**src/rtl/rect_anim_pkg.sv**
```systemverilog
// Shared types and constants for the rectangle animator.
package rect_anim_pkg;

  localparam int SCREEN_W = 160;
  localparam int SCREEN_H = 120;
  localparam int X_W      = 8;
  localparam int Y_W      = 7;
  localparam int COL_W    = 3;

  typedef enum logic [2:0] {
    IDLE  = 3'd0,
    DRAW  = 3'd1,
    WAIT  = 3'd2,
    ERASE = 3'd3,
    MOVE  = 3'd4
  } state_e;

  // Counter width able to hold 0..n-1, never narrower than one bit.
  function automatic int cnt_w(input int n);
    return (n > 1) ? $clog2(n) : 1;
  endfunction

endpackage

```
**src/rtl/rect_pixel_scanner.sv**
```systemverilog
// Walks px (fastest), then py, then rectangle index; one step per enabled cycle.
module rect_pixel_scanner
  import rect_anim_pkg::*;
#(
  parameter int NUM_RECTS = 2,
  parameter int RECT_W    = 40,
  parameter int RECT_H    = 5,
  localparam int PXW = cnt_w(RECT_W),
  localparam int PYW = cnt_w(RECT_H),
  localparam int IW  = cnt_w(NUM_RECTS)
) (
  input  logic           clock,
  input  logic           reset_n,
  input  logic           clear,
  input  logic           enable,
  output logic [PXW-1:0] px,
  output logic [PYW-1:0] py,
  output logic [IW-1:0]  idx,
  output logic           last
);

  logic [PXW-1:0] px_q, px_d;
  logic [PYW-1:0] py_q, py_d;
  logic [IW-1:0]  idx_q, idx_d;
  logic           px_max, py_max, idx_max;

  assign px_max  = (px_q  == PXW'(RECT_W - 1));
  assign py_max  = (py_q  == PYW'(RECT_H - 1));
  assign idx_max = (idx_q == IW'(NUM_RECTS - 1));
  assign last    = px_max && py_max && idx_max;

  assign px  = px_q;
  assign py  = py_q;
  assign idx = idx_q;

  // Next position: clear wins over enable; each level rolls over into the next.
  always_comb begin
    px_d  = px_q;
    py_d  = py_q;
    idx_d = idx_q;
    if (clear) begin
      px_d  = '0;
      py_d  = '0;
      idx_d = '0;
    end else if (enable) begin
      if (px_max) begin
        px_d = '0;
        if (py_max) begin
          py_d  = '0;
          idx_d = idx_max ? '0 : idx_q + IW'(1);
        end else begin
          py_d = py_q + PYW'(1);
        end
      end else begin
        px_d = px_q + PXW'(1);
      end
    end
  end

  // Scanner position registers.
  always_ff @(posedge clock or negedge reset_n) begin
    if (!reset_n) begin
      px_q  <= '0;
      py_q  <= '0;
      idx_q <= '0;
    end else begin
      px_q  <= px_d;
      py_q  <= py_d;
      idx_q <= idx_d;
    end
  end

endmodule

```
**src/rtl/rect_animator.sv**
```systemverilog
// Draws, holds, erases and moves NUM_RECTS rectangles on a 160x120 VGA adapter.
// Pixel outputs are combinational decodes of the registered state/scanner.
module rect_animator
  import rect_anim_pkg::*;
#(
  parameter int               NUM_RECTS       = 2,
  parameter int               RECT_W          = 40,
  parameter int               RECT_H          = 5,
  parameter int               FRAME_TICKS     = 833334,
  parameter int               FRAMES_PER_STEP = 4,
  parameter int               STEP            = 1,
  parameter int               Y_WRAP          = 116,
  parameter logic [COL_W-1:0] BG_COLOUR       = 3'b000
) (
  input  logic                       clock,
  input  logic                       reset_n,
  input  logic                       go,
  input  logic                       pause,
  input  logic [X_W*NUM_RECTS-1:0]   init_x,
  input  logic [Y_W*NUM_RECTS-1:0]   init_y,
  input  logic [COL_W*NUM_RECTS-1:0] init_colour,
  output logic [X_W-1:0]             x,
  output logic [Y_W-1:0]             y,
  output logic [COL_W-1:0]           colour,
  output logic                       plot,
  output logic                       busy,
  output logic                       step_done
);

  localparam int PXW = cnt_w(RECT_W);
  localparam int PYW = cnt_w(RECT_H);
  localparam int IW  = cnt_w(NUM_RECTS);
  localparam int TW  = cnt_w(FRAME_TICKS);
  localparam int FW  = cnt_w(FRAMES_PER_STEP + 1);

  state_e           state_q, state_d;
  logic             go_q, go_d, go_edge;
  logic [TW-1:0]    tick_q, tick_d;
  logic [FW-1:0]    frame_q, frame_d, frame_inc;
  logic [X_W-1:0]   rx_q [NUM_RECTS];
  logic [X_W-1:0]   rx_d [NUM_RECTS];
  logic [Y_W-1:0]   ry_q [NUM_RECTS];
  logic [Y_W-1:0]   ry_d [NUM_RECTS];
  logic [COL_W-1:0] rc_q [NUM_RECTS];
  logic [COL_W-1:0] rc_d [NUM_RECTS];

  logic [PXW-1:0]   px;
  logic [PYW-1:0]   py;
  logic [IW-1:0]    idx;
  logic             scan_last, scan_clear, scan_en;
  logic [7:0]       sum_x, sum_y;
  logic             in_scan;

  assign go_edge   = go & ~go_q;
  assign frame_inc = frame_q + FW'(1);
  assign in_scan   = (state_q == DRAW) || (state_q == ERASE);
  // The scanner restarts on every state change so each pass begins at pixel 0.
  assign scan_clear = (state_d != state_q);
  assign scan_en    = in_scan;

  rect_pixel_scanner #(
    .NUM_RECTS (NUM_RECTS),
    .RECT_W    (RECT_W),
    .RECT_H    (RECT_H)
  ) u_scanner (
    .clock   (clock),
    .reset_n (reset_n),
    .clear   (scan_clear),
    .enable  (scan_en),
    .px      (px),
    .py      (py),
    .idx     (idx),
    .last    (scan_last)
  );

  // Pixel address: 8-bit sums so off-screen coordinates can be detected and clipped.
  always_comb begin
    sum_x = rx_q[idx] + 8'(px);
    sum_y = {1'b0, ry_q[idx]} + 8'(py);
  end

  assign x         = sum_x;
  assign y         = sum_y[Y_W-1:0];
  assign plot      = in_scan && (sum_x < 8'(SCREEN_W)) && (sum_y < 8'(SCREEN_H));
  assign busy      = (state_q != IDLE);
  assign step_done = (state_q == MOVE);

  // Pixel colour: rectangle colour when drawing, background when erasing.
  always_comb begin
    colour = '0;
    if (state_q == DRAW)       colour = rc_q[idx];
    else if (state_q == ERASE) colour = BG_COLOUR;
  end

  // Next-state, frame timing and rectangle register updates.
  always_comb begin
    state_d = state_q;
    go_d    = go;
    tick_d  = tick_q;
    frame_d = frame_q;
    rx_d    = rx_q;
    ry_d    = ry_q;
    rc_d    = rc_q;
    case (state_q)
      IDLE: begin
        if (go_edge) begin
          for (int i = 0; i < NUM_RECTS; i++) begin
            rx_d[i] = init_x[X_W*i +: X_W];
            ry_d[i] = init_y[Y_W*i +: Y_W];
            rc_d[i] = init_colour[COL_W*i +: COL_W];
          end
          state_d = DRAW;
        end
      end
      DRAW: begin
        if (scan_last) begin
          tick_d  = '0;
          frame_d = '0;
          state_d = WAIT;
        end
      end
      WAIT: begin
        if (!pause) begin
          if (tick_q == TW'(FRAME_TICKS - 1)) begin
            tick_d  = '0;
            frame_d = frame_inc;
            if (frame_inc == FW'(FRAMES_PER_STEP)) state_d = ERASE;
          end else begin
            tick_d = tick_q + TW'(1);
          end
        end
      end
      ERASE: begin
        if (scan_last) state_d = MOVE;
      end
      MOVE: begin
        for (int i = 0; i < NUM_RECTS; i++) begin
          ry_d[i] = (ry_q[i] < Y_W'(STEP)) ? Y_W'(Y_WRAP) : ry_q[i] - Y_W'(STEP);
        end
        state_d = DRAW;
      end
      default: state_d = IDLE;
    endcase
  end

  // State, counters and per-rectangle registers.
  always_ff @(posedge clock or negedge reset_n) begin
    if (!reset_n) begin
      state_q <= IDLE;
      go_q    <= 1'b0;
      tick_q  <= '0;
      frame_q <= '0;
      for (int i = 0; i < NUM_RECTS; i++) begin
        rx_q[i] <= '0;
        ry_q[i] <= '0;
        rc_q[i] <= '0;
      end
    end else begin
      state_q <= state_d;
      go_q    <= go_d;
      tick_q  <= tick_d;
      frame_q <= frame_d;
      rx_q    <= rx_d;
      ry_q    <= ry_d;
      rc_q    <= rc_d;
    end
  end

endmodule
```
**config.mk**
```make
export PLATFORM = sky130hd
export DESIGN_NAME = rect_animator
export DESIGN_NICKNAME = d
export VERILOG_FILES = /design/src/rtl/rect_anim_pkg.sv /design/src/rtl/rect_pixel_scanner.sv /design/src/rtl/rect_animator.sv
export SDC_FILE = /design/constraint.sdc
export NUM_CORES = 1
export LEC_CHECK = 0
export CAP_MARGIN = 20
export CORE_MARGIN = 10
export CORE_UTILIZATION = 32
export CTS_BUF_LIST = sky130_fd_sc_hd__clkbuf_4 sky130_fd_sc_hd__clkbuf_8
export DETAILED_ROUTE_END_ITERATION = 16
export PLACE_DENSITY = 0.59
export RECOVER_POWER = 100
export SYNTH_ARGS = -nofsm -noshare
export SYNTH_HDL_FRONTEND = slang
export SYNTH_SLANG_ARGS = --single-unit
```
**constraint.sdc**
```tcl
create_clock -name clock -period 3.6 [get_ports clock]
set_clock_uncertainty 0.2 [all_clocks]
set_input_delay 0.36 -clock clock [delete_from_list [all_inputs] [get_ports clock]]
set_output_delay 0.36 -clock clock [all_outputs]
set_load 0.02 [all_outputs]
```
## Yosys cells after proc, flatten, opt, wreduce, memory -nomap -nowiden

Cells that the tools add are included.
W data, S select, Z words.

- Add/sub/neg operators: 9
- Multipliers: 0
- Divide/modulo/power cells: 0
- Magnitude comparators: 5
- Equal/unequal tests: 13
- Shift-type cells: 0
- Muxes and demuxes: 41
- Bitwise logic cells: 3
- Reductions and logical operators: 18

Operators by type and width:

| cell | count |
|---|---|
| $mux W20 | 3 |
| $mux W3 | 17 |
| $pmux W20 S2 | 1 |
| $mux W7 | 5 |
| $pmux W14 S2 | 1 |
| $mux W8 | 3 |
| $add A20 B1 Y20 const B | 1 |
| $eq A20 B20 Y1 const B | 1 |
| $mux W6 | 3 |
| $pmux W3 S5 | 1 |
| $lt A7 B1 Y1 const B | 2 |
| $mux W14 | 1 |
| $sub A7 B1 Y7 const B | 2 |
| $reduce_bool A2 Y1 | 5 |
| $eq A3 B3 Y1 const B | 3 |
| $add A7 B3 Y8 | 1 |
| $add A8 B6 Y8 | 1 |
| $lt A8 B7 Y1 const B | 1 |
| $lt A8 B8 Y1 const B | 1 |
| $ne A2 B2 Y1 const B | 4 |
| $add A3 B1 Y3 const B | 2 |
| $add A6 B1 Y6 const B | 1 |
| $eq A3 B2 Y1 const B | 2 |
| $eq A6 B6 Y1 const B | 1 |
| 16 further kinds | 26 |

- Bits in registers: 73
- Bits in latches: 0
- Bits in writable memories: 0
- Memory bits (read-only): 0
- Input bits: 40
- Output and inout port bits: 21
- Logic and storage cells: 102
- Memories kept: 0

## Longest topological paths before layout

Gate-level depths: netlist of run 1.

- Word-level depth: 9
- Mapped depth: 13
- Depth with buffers taken out: 10

## Hierarchy

Synthesis of run 1 repeated with hierarchy kept, for this count alone.

- Cells, all modules: 506
- Area, all modules: 4,550.6 µm²

Modules (own cells, without submodules):

| module | instances | cells an instance | area an instance (µm²) | seq. area each (µm²) |
|---|---|---|---|---|
| rect_animator | 1 | 446 | 3,962.6 | 1,576.5 |
| rect_pixel_scanner | 1 | 60 | 588.1 | 250.2 |

## Worst setup path before layout of run 1

Ideal clock, no wire load.

- Kind: register to output
- From: reg u_scanner.idx_q, in the netlist u_scanner.idx
- To: out plot
- Arrival: 3.183 ns
- Required time: 3.040 ns
- Slack: -0.143 ns
- Cell stages (with the launch flop): 13
- Path buffers: 3
- Cell sequence: dfrtp_1 -> clkbuf_1 -> clkbuf_1 -> buf_1 -> mux2_2 -> ha_1 -> inv_1 -> fa_1 -> nor2b_1 -> o31a_1 -> mux2i_1 -> o211ai_1 -> a31oi_1

- Longest elaborated chain between the ends: 8
- Elaborated cells on any way between the ends: 13
- Classes of those cells: 2 x add/sub; 2 x order compare; 6 x mux; 1 x bitwise; 2 x reduce/logical

Ends and longest elaborated chain:

| element | RTL line | text |
|---|---|---|
| start, declared | rect_pixel_scanner.sv:24 | `logic [IW-1:0] idx_q, idx_d;` |
| start signal, assigned | rect_pixel_scanner.sv:69 | `idx_q <= idx_d;` |
| $not A1 Y2 (not written as such) * | rect_animator.sv:78, rect_animator.sv:79 |  |
| $mux W8 (not written as such) (3 in a row) | rect_animator.sv:78 | `sum_x = rx_q[idx] + 8'(px);` |
| $add A8 B6 Y8 | rect_animator.sv:78 |  |
| $lt A8 B8 Y1 | rect_animator.sv:84 | `assign plot = in_scan && (sum_x < 8'(SCREEN_W)) && (sum_y < 8'(SCREEN_H));` |
| $logic_and A1 B1 Y1 | rect_animator.sv:84 |  |
| $logic_and A1 B1 Y1 * | rect_animator.sv:84 |  |
| end, declared | rect_animator.sv:25 | `output logic plot,` |

Mark *: on every way between the ends. The rest lies on a longest branch, timed or not. The select of a mux whose other input is x is not followed.

## Worst setup path after layout of run 1

- From: reg u_scanner.idx_q, in the netlist u_scanner.idx
- To: out x[3]

- Longest elaborated chain between the ends: 5

Ends and longest elaborated chain:

| element | RTL line | text |
|---|---|---|
| $not A1 Y2 (not written as such) | rect_animator.sv:78 |  |
| $mux W8 (not written as such) (3 in a row) | rect_animator.sv:78 |  |
| $add A8 B6 Y8 | rect_animator.sv:78 |  |
| end, declared | rect_animator.sv:22 | `output logic [X_W-1:0] x,` |

No other way between the ends. The select of a mux whose other input is x is not followed.

==> results of run 1 <==
## worst register-to-register path, stage by stage (launching register included)
cell	delay, ns
dfrtp_1	0.47
or3_1	0.43
nor2b_1	1.00
clkbuf_1	0.64
nand2_1	0.11
a32oi_1	0.20
## worst paths after layout
path                                     from            end  slack (ns)  depth (start not counted)
worst max-delay path            u_scanner.idx           x[3]        0.14                          7
worst min-delay path                 rx_q[10]       rx_q[10]        0.28                          2
worst max register to register     state_q[0]       ry_q[13]        0.46                          5
worst min register to register       rx_q[10]       rx_q[10]        0.28                          2
max in group asynchronous             reset_n  u_scanner.idx        1.54                          2
min in group asynchronous             reset_n      tick_q[2]        0.37                          2
## layer usage
layer,share of wire,up-vias
met5,0,-
met4,0.028,0
met3,0.048,26
met2,0.46,116
met1,0.46,1964
li1,-,2041
## through the flow
stage | total power, mW | setup TNS, ns | area [sq um]
final | 1.72 | 0 | 5680
after global placement | 1.02 | 0 | 5460
after global routing | 1.79 | 0 | 5680
after floorplan | 0.921 | 0 | 4610
after detailed placement | 1.02 | -0.130 | 5460
after CTS | 1.75 | 0 | 5690
## registers in the layout (all words and copies together) (netlist names)
register	count
ry_q	14
rc_q	6
tick_q	20
rx_q	16
u_scanner.py	3
go_q	1
state_q	3
u_scanner.idx	1
u_scanner.px	6
frame_q	3
## what timing repair did
| item | 4_1_cts | 5_1_grt |
|---|---|---|
| setup endpoints to repair | 8 | 5 |
| resized for setup | 18 | 15 |
| buffers inserted | 2 | 0 |
| pin swaps | 0 | 3 |
## logic make-up after synthesis
family          share of synthesized area
flops                               0.397
mux                                0.0617
xor+xnor                           0.0228
fa+ha+maj                          0.0576
simple gates                        0.244
compound gates                      0.173
buf+inv                            0.0440
## layout make-up
| class | count | area [sq um] |
|---|---|---|
| clock buffers | 9 | 124 |
| repair buffers | 81 | 717 |
| flip-flops and latches | 73 | 1830 |
| well taps | 180 | 225 |
| fillers | 1370 | 8310 |
| clock inverters | 7 | 93.8 |
| inverters | 26 | 97.6 |
| multi-input cells | 407 | 2600 |
## cells in the final DEF (no fill, tap or decap), types with 13 or more instances in the layout
cell,Yosys,routed
a21oi_1,29,27
buf_4,0,17
clkdlybuf4s50_1,0,38
dfrtp_1,73,72
dlygate4sd3_1,0,13
ha_1,18,16
inv_1,25,25
mux2i_1,16,15
nand2_1,108,108
nand3_1,19,19
nor2_1,27,28
nor3_1,19,19
o21ai_0,11,15
## report_power, final
group	switching, mW	total [mW]	internal, mW
Combinational	0.0763	0.153	0.0766
Sequential	0.0103	0.845	0.835
Clock	0.330	0.720	0.390
Total	0.417	1.72	1.30
==> summary.txt, run 1 <==
Timing
  – Fin. max-slew vios: 74
  – Final setup margin: 0.137 ns
  – Worst rel slew slack: -0.261
  – Setup violations, final: 0
  – RSZ-0062 raised after global routing: no
  – Hold Vio Cnt, Final: 0
  – Fin crit share: 0.962
  – Fmax: 0.289 GHz
  – Minimum clock period: 3.46 ns
  – Hold WS: 0.278 ns
  – Worst-Margin Slew: ~1.9 ns

GRT
  – Vias in the first global route: 4102
  – Total gr overflow: 0
  – Grt met1 use: 0.151
  – Largest net degree at the start of global routing: 74
  – Total global-route track usage: 0.125
  – First-pass GRT wire length: 20200 microns
  – Met2 Usage GRT: 0.201
  – Initial antenna violation count: 0
  – Met3 GRT Util: 0.0325
  – Most used routing layer: met2

Critical path
  – CP top delay family: buffers and inverters
  – Crit-path max cell delay: 0.71 ns
  – WP data required: 3.04 ns
  – Startpoint types: flop
  – Crit-path max FO: 6
  – Worst setup EP type: output port
  – Critical path class: flop to output port
  – Critical-path cell list: buf_4 > mux2_2 > ha_1 > o21a_1 > and2_1 > nor2_1 > dlygate4sd3_1
  – Slowest stage cell, crit path: dlygate4sd3_1
  – Arr. time, crit path: 2.90 ns
  – Buf/Inv on CP: 2

Yosys
  – Mean post-synth cell area: 8.65 sq um
  – Seq/Total Area, Yosys: 0.397
  – Synth Flop Type: dfrtp_1
  – Register bit count reported by yosys: 73
  – Synthesized Nets: 592
  – Cell with the most instances after synthesis: nand2_1
  – Top cells by count, synth: nand2_1, dfrtp_1, a21oi_1, nor2_1, inv_1
  – Syn Inst Count: 532
  – Post-synth EDFFs: 0
  – Biggest area consumer among synthesized cells: dfrtp_1
  – Yosys top cell area share: 0.397
  – Ys Warns: 0
  – Cell area after synthesis: about 4600 sq um
  – Area contributors post-synth: dfrtp_1, nand2_1, ha_1
  – Async SR Flop Fraction: 1.00
  – Synth cell types: 62

Die
  – I/O pins: 61
  – Area of the core: approximately 14000 sq um
  – Die area: 19600 sq um
  – Row count: 43
  – Die width: 140 microns
  – Die Ht: roughly 140 microns
  – Starting Density: 0.329

Routing
  – WL per Instance: 16.0 microns
  – Antenna Violating Nets Remaining: 0
  – Drt initial violations: approximately 230
  – Drt total wl: 12500 microns
  – Vias: 4147
  – Via-per-instance ratio: 5.30
  – DRC: 0
  – Drt pass-1 iters: 5

Finish
  – Fin cells: 783
  – Area grow syn2layout: 23.4%
  – Layout cells sized above 1: 0.108
  – Post-layout util: 0.406
  – Final nets: 658
  – Inserted Diodes: 0

CTS
  – TritonCTS Buffers: 9
  – CTS Buffer Depth: 2
  – CTS HTree Levels: 3
  – Cts hold-fix bufs: 0
  – Worst-path clk slew: approximately 0.070 ns
  – CTS tree: done
  – CTS root buffer: clkbuf_8
  – Clock insertion delay at the later pin of the skew report: 0.37 ns
  – Clk sink count: 73

Placement
  – Setup Slack @ Placement: -0.0960 ns
  – Cell total after placement: 764
  – Final Wtd Congestion: 0.865
  – DP HPWL: 9090 microns
  – Port bufs: 60

Run
  – Max-cap violations: 1

Power and ir drop
  – Leakage: 2.45 nW
  – Pwr/cell area: 302 nW/um^2
  – VDD IR max: 0.000191 V

Worst hold path
  – Hold Crit Class: flop to flop

Status
  – Status: complete, but fails checks
  – Failing checks: max-capacitance violations, max-slew violations
Note: power is estimated with default switching activity, not from simulation.
==> run 2: changes to the inputs <==
- CORE_UTILIZATION: 32 -> 50
- PLACE_DENSITY: 0.59 -> 0.82
==> run 2 against run 1 <==
Effect of this change: the flow still finishes with violations (max-capacitance violations, max-slew violations); die area fell by 31%; routed wire length is 3.1% lower; setup slack lost 0.054 ns; final area shrank 3.4%; critical path depth rose by 3; via count rose by 3.2%; clock power is 17% lower; combinational power hardly changed; sequential power about the same; cell count is 10% lower; utilization grew 21 points; hold slack improved by 0.0065 ns; critical path type unchanged; critical endpoint is now x[7]; largest power group unchanged.
==> summary.txt, run 2 (same netlist as run 1, synthesis figures left out) <==
Routing
  – DRC: 0 (unchanged)
  – Via-per-instance ratio: 6.07 (+15%)
  – Antenna Violating Nets Remaining: 0 (unchanged)
  – Vias: 4278 (+3.2%)
  – Drt initial violations: 297 (+32%)
  – Drt total wl: 12200 microns (-3.1%)
  – WL per Instance: 17.3 microns (+7.7%)
  – Drt pass-1 iters: 6 (+1)

GRT
  – Largest net degree at the start of global routing: 39 (-47%)
  – First-pass GRT wire length: 20300 microns (+0.61%)
  – Vias in the first global route: 4311 (+5.1%)
  – Total global-route track usage: 0.185 (+0.0600)
  – Total gr overflow: 0 (unchanged)
  – Initial antenna violation count: 0 (unchanged)

Critical path
  – Worst setup EP type: output port
  – Critical path class: flop to output port
  – Crit-path max FO: 14 (+8)
  – Crit-path max cell delay: 0.40 ns (-0.31 ns)
  – Reg2reg path depth: 5 (unchanged)
  – WP data required: 3.04 ns (about the same)
  – Startpoint types: flop
  – Critical-path cell list: buf_12 > mux2i_2 > inv_1 > ha_1 > a211o_1 > a21oi_1 > nor3b_1 > o21ai_1 > xor2_1 > dlygate4sd2_1
  – Slowest stage cell, crit path: dfrtp_1
  – Arr. time, crit path: 2.96 ns (+0.06 ns)

CTS
  – CTS Buffer Depth: 2 (unchanged)
  – Worst-path clk slew: 0.07 ns (about the same)
  – Post-CTS setup buffer count: 0 (-2)
  – TritonCTS Buffers: 9 (unchanged)
  – Clk sink count: 73 (unchanged)
  – CTS root buffer: clkbuf_8
  – Clock insertion delay at the later pin of the skew report: 0.36 ns (about the same)
  – CTS tree: done
  – CTS HTree Levels: 3 (unchanged)

Placement
  – Final Wtd Congestion: 0.847 (-2.1%)
  – Setup Slack @ Placement: 0.0705 ns (+0.167 ns)
  – DP HPWL: 9040 microns (-0.62%)
  – Cell total after placement: 687 (-10%)
  – DP Area: 5350 sq um (-2.1%)
  – Port bufs: 60 (unchanged)

Die
  – Die area: 13400 sq um (-31%)
  – Starting Density: 0.520 (+0.191)
  – Area of the core: 8850 sq um (-37%)
  – Die Ht: 116 microns (-17%)
  – I/O pins: 61 (unchanged)
  – Die width: 116 microns (-17%)
  – Row count: 34 (-21%)

Finish
  – Layout cells sized above 1: 0.0821 (-0.0257)
  – Final nets: 652 (-0.91%)
  – Area grow syn2layout: 19.3%
  – Inserted Diodes: 0 (unchanged)
  – Final instance area: 5490 sq um (-3.4%)
  – Fin cells: 705 (-10%)
  – Largest regs: tick_q: 20 flops, rx_q: 16 flops, ry_q: 14 flops
  – Max reg flops: 20 (unchanged)
  – Post-layout util: 0.621 (+0.214)
  – Commonest non-fill, non-tap cell in the layout: nand2_1
  – Fillers: 757 (-45%)
  – Largest Register: tick_q
  – Most frequent cells in the layout: nand2_1, dfrtp_1, clkdlybuf4s50_1

Timing
  – RSZ-0062 raised after global routing: yes
  – Fmax: 0.284 GHz (-1.5%)
  – Final setup margin: 0.0836 ns (-0.0537 ns)
  – Fin crit share: 0.977 (+0.0149)
  – Worst-Margin Slew: 2.09 ns (+0.195 ns)
  – Worst rel slew slack: -0.391 (-0.130)
  – Hold Vio Cnt, Final: 0 (unchanged)
  – Setup violations, final: 0 (unchanged)
  – Minimum clock period: 3.52 ns (+0.0537 ns)
  – Fin. max-slew vios: 39 (-47%)

Worst hold path
  – Hold Crit Depth: 2 (unchanged)
  – Hold Crit Class: flop to flop

Status
  – Status: complete, but fails checks
  – Failing checks: max-capacitance violations, max-slew violations

Power and ir drop
  – Leakage: 2.41 nW (-1.8%)
  – Pwr/cell area: 291 nW/um^2 (-3.6%)
  – VDD IR max: 0.000183 V (-4.6%)
  – Total power draw: 1.60 mW (-6.9%)

Run
  – Max-cap violations: 1 (unchanged)
## run 2: cell types whose count changed in the layout (fill, tap and decap cells not counted), sizes merged
| cell | previous run | this run |
|---|---|---|
| buf | 18 | 9 |
| clkbuf | 16 | 21 |
| bufinv | 2 | 0 |
| dlygate4sd2 | 4 | 2 |
| dlygate4sd3 | 13 | 15 |
| clkdlybuf4s15 | 1 | 0 |
| clkdlybuf4s50 | 38 | 39 |
| clkinv | 2 | 3 |
| inv | 27 | 26 |
## run 2: per-stage QoR
step / hold slack, ns / TNS (ns)
6_report: 0.285 / 0
5_1_grt: 0.298 / -0.104
2_1_floorplan: -0.136 / 0
4_1_cts: 0.277 / 0
3_5_place_dp: 0.256 / 0
3_3_place_gp: 0.259 / 0
## run 2: worst paths after layout
check | start | end | slack, ns
max | u_scanner.idx | x[7] | 0.08
max in group asynchronous | reset_n | tick_q[3] | 0.81
min in group asynchronous | reset_n | ry_q[10] | 0.93
min | rx_q[4] | rx_q[4] | 0.28
min reg2reg | rx_q[4] | rx_q[4] | 0.28
max reg2reg | state_q[0] | tick_q[14] | 0.27
## run 2: cell type report
| type | count | area, sq um | share of cell area |
|---|---|---|---|
| tap | 108 | 135 | 0.0246 |
| inverter | 26 | 97.6 | 0.0178 |
| clock inverter | 5 | 30.0 | 0.00547 |
| multi-input combinational | 407 | 2570 | 0.468 |
| timing repair buffer | 75 | 679 | 0.124 |
| clock buffer | 11 | 151 | 0.0276 |
| sequential | 73 | 1830 | 0.333 |
## run 2: critical path, delay by kind of cell, from the launching register on
kind,cells,cell delay (ns)
AOI/OAI and AO/OA,3,0.77
buffers and inverters,3,0.59
DFF,1,0.40
adders and majority gates,1,0.29
muxes,1,0.28
xor gates and xnor gates,1,0.15
and+or+nand+nor,1,0.12
## run 2: power breakdown
group	internal [mW]	leakage, nW	switching [mW]
sequential	0.835	0.868	0.0120
clock	0.284	0.0911	0.313
combinational	0.0788	1.45	0.0765
## run 2: timing repair
action	in CTS	in global routing
setup endpoints to repair	5	6
endpoints found under the hold margin	36	0
resized for setup	8	13
hold buffers	1	0
## run 2: layer usage
| metal | track usage | part of all wire | vias up |
|---|---|---|---|
| met5 | 0 | 0 | - |
| met4 | 0.0842 | 0.023 | 0 |
| met1 | 0.217 | 0.41 | 2082 |
| li1 | - | - | 2034 |
| met2 | 0.317 | 0.51 | 133 |
| met3 | 0.0413 | 0.053 | 29 |
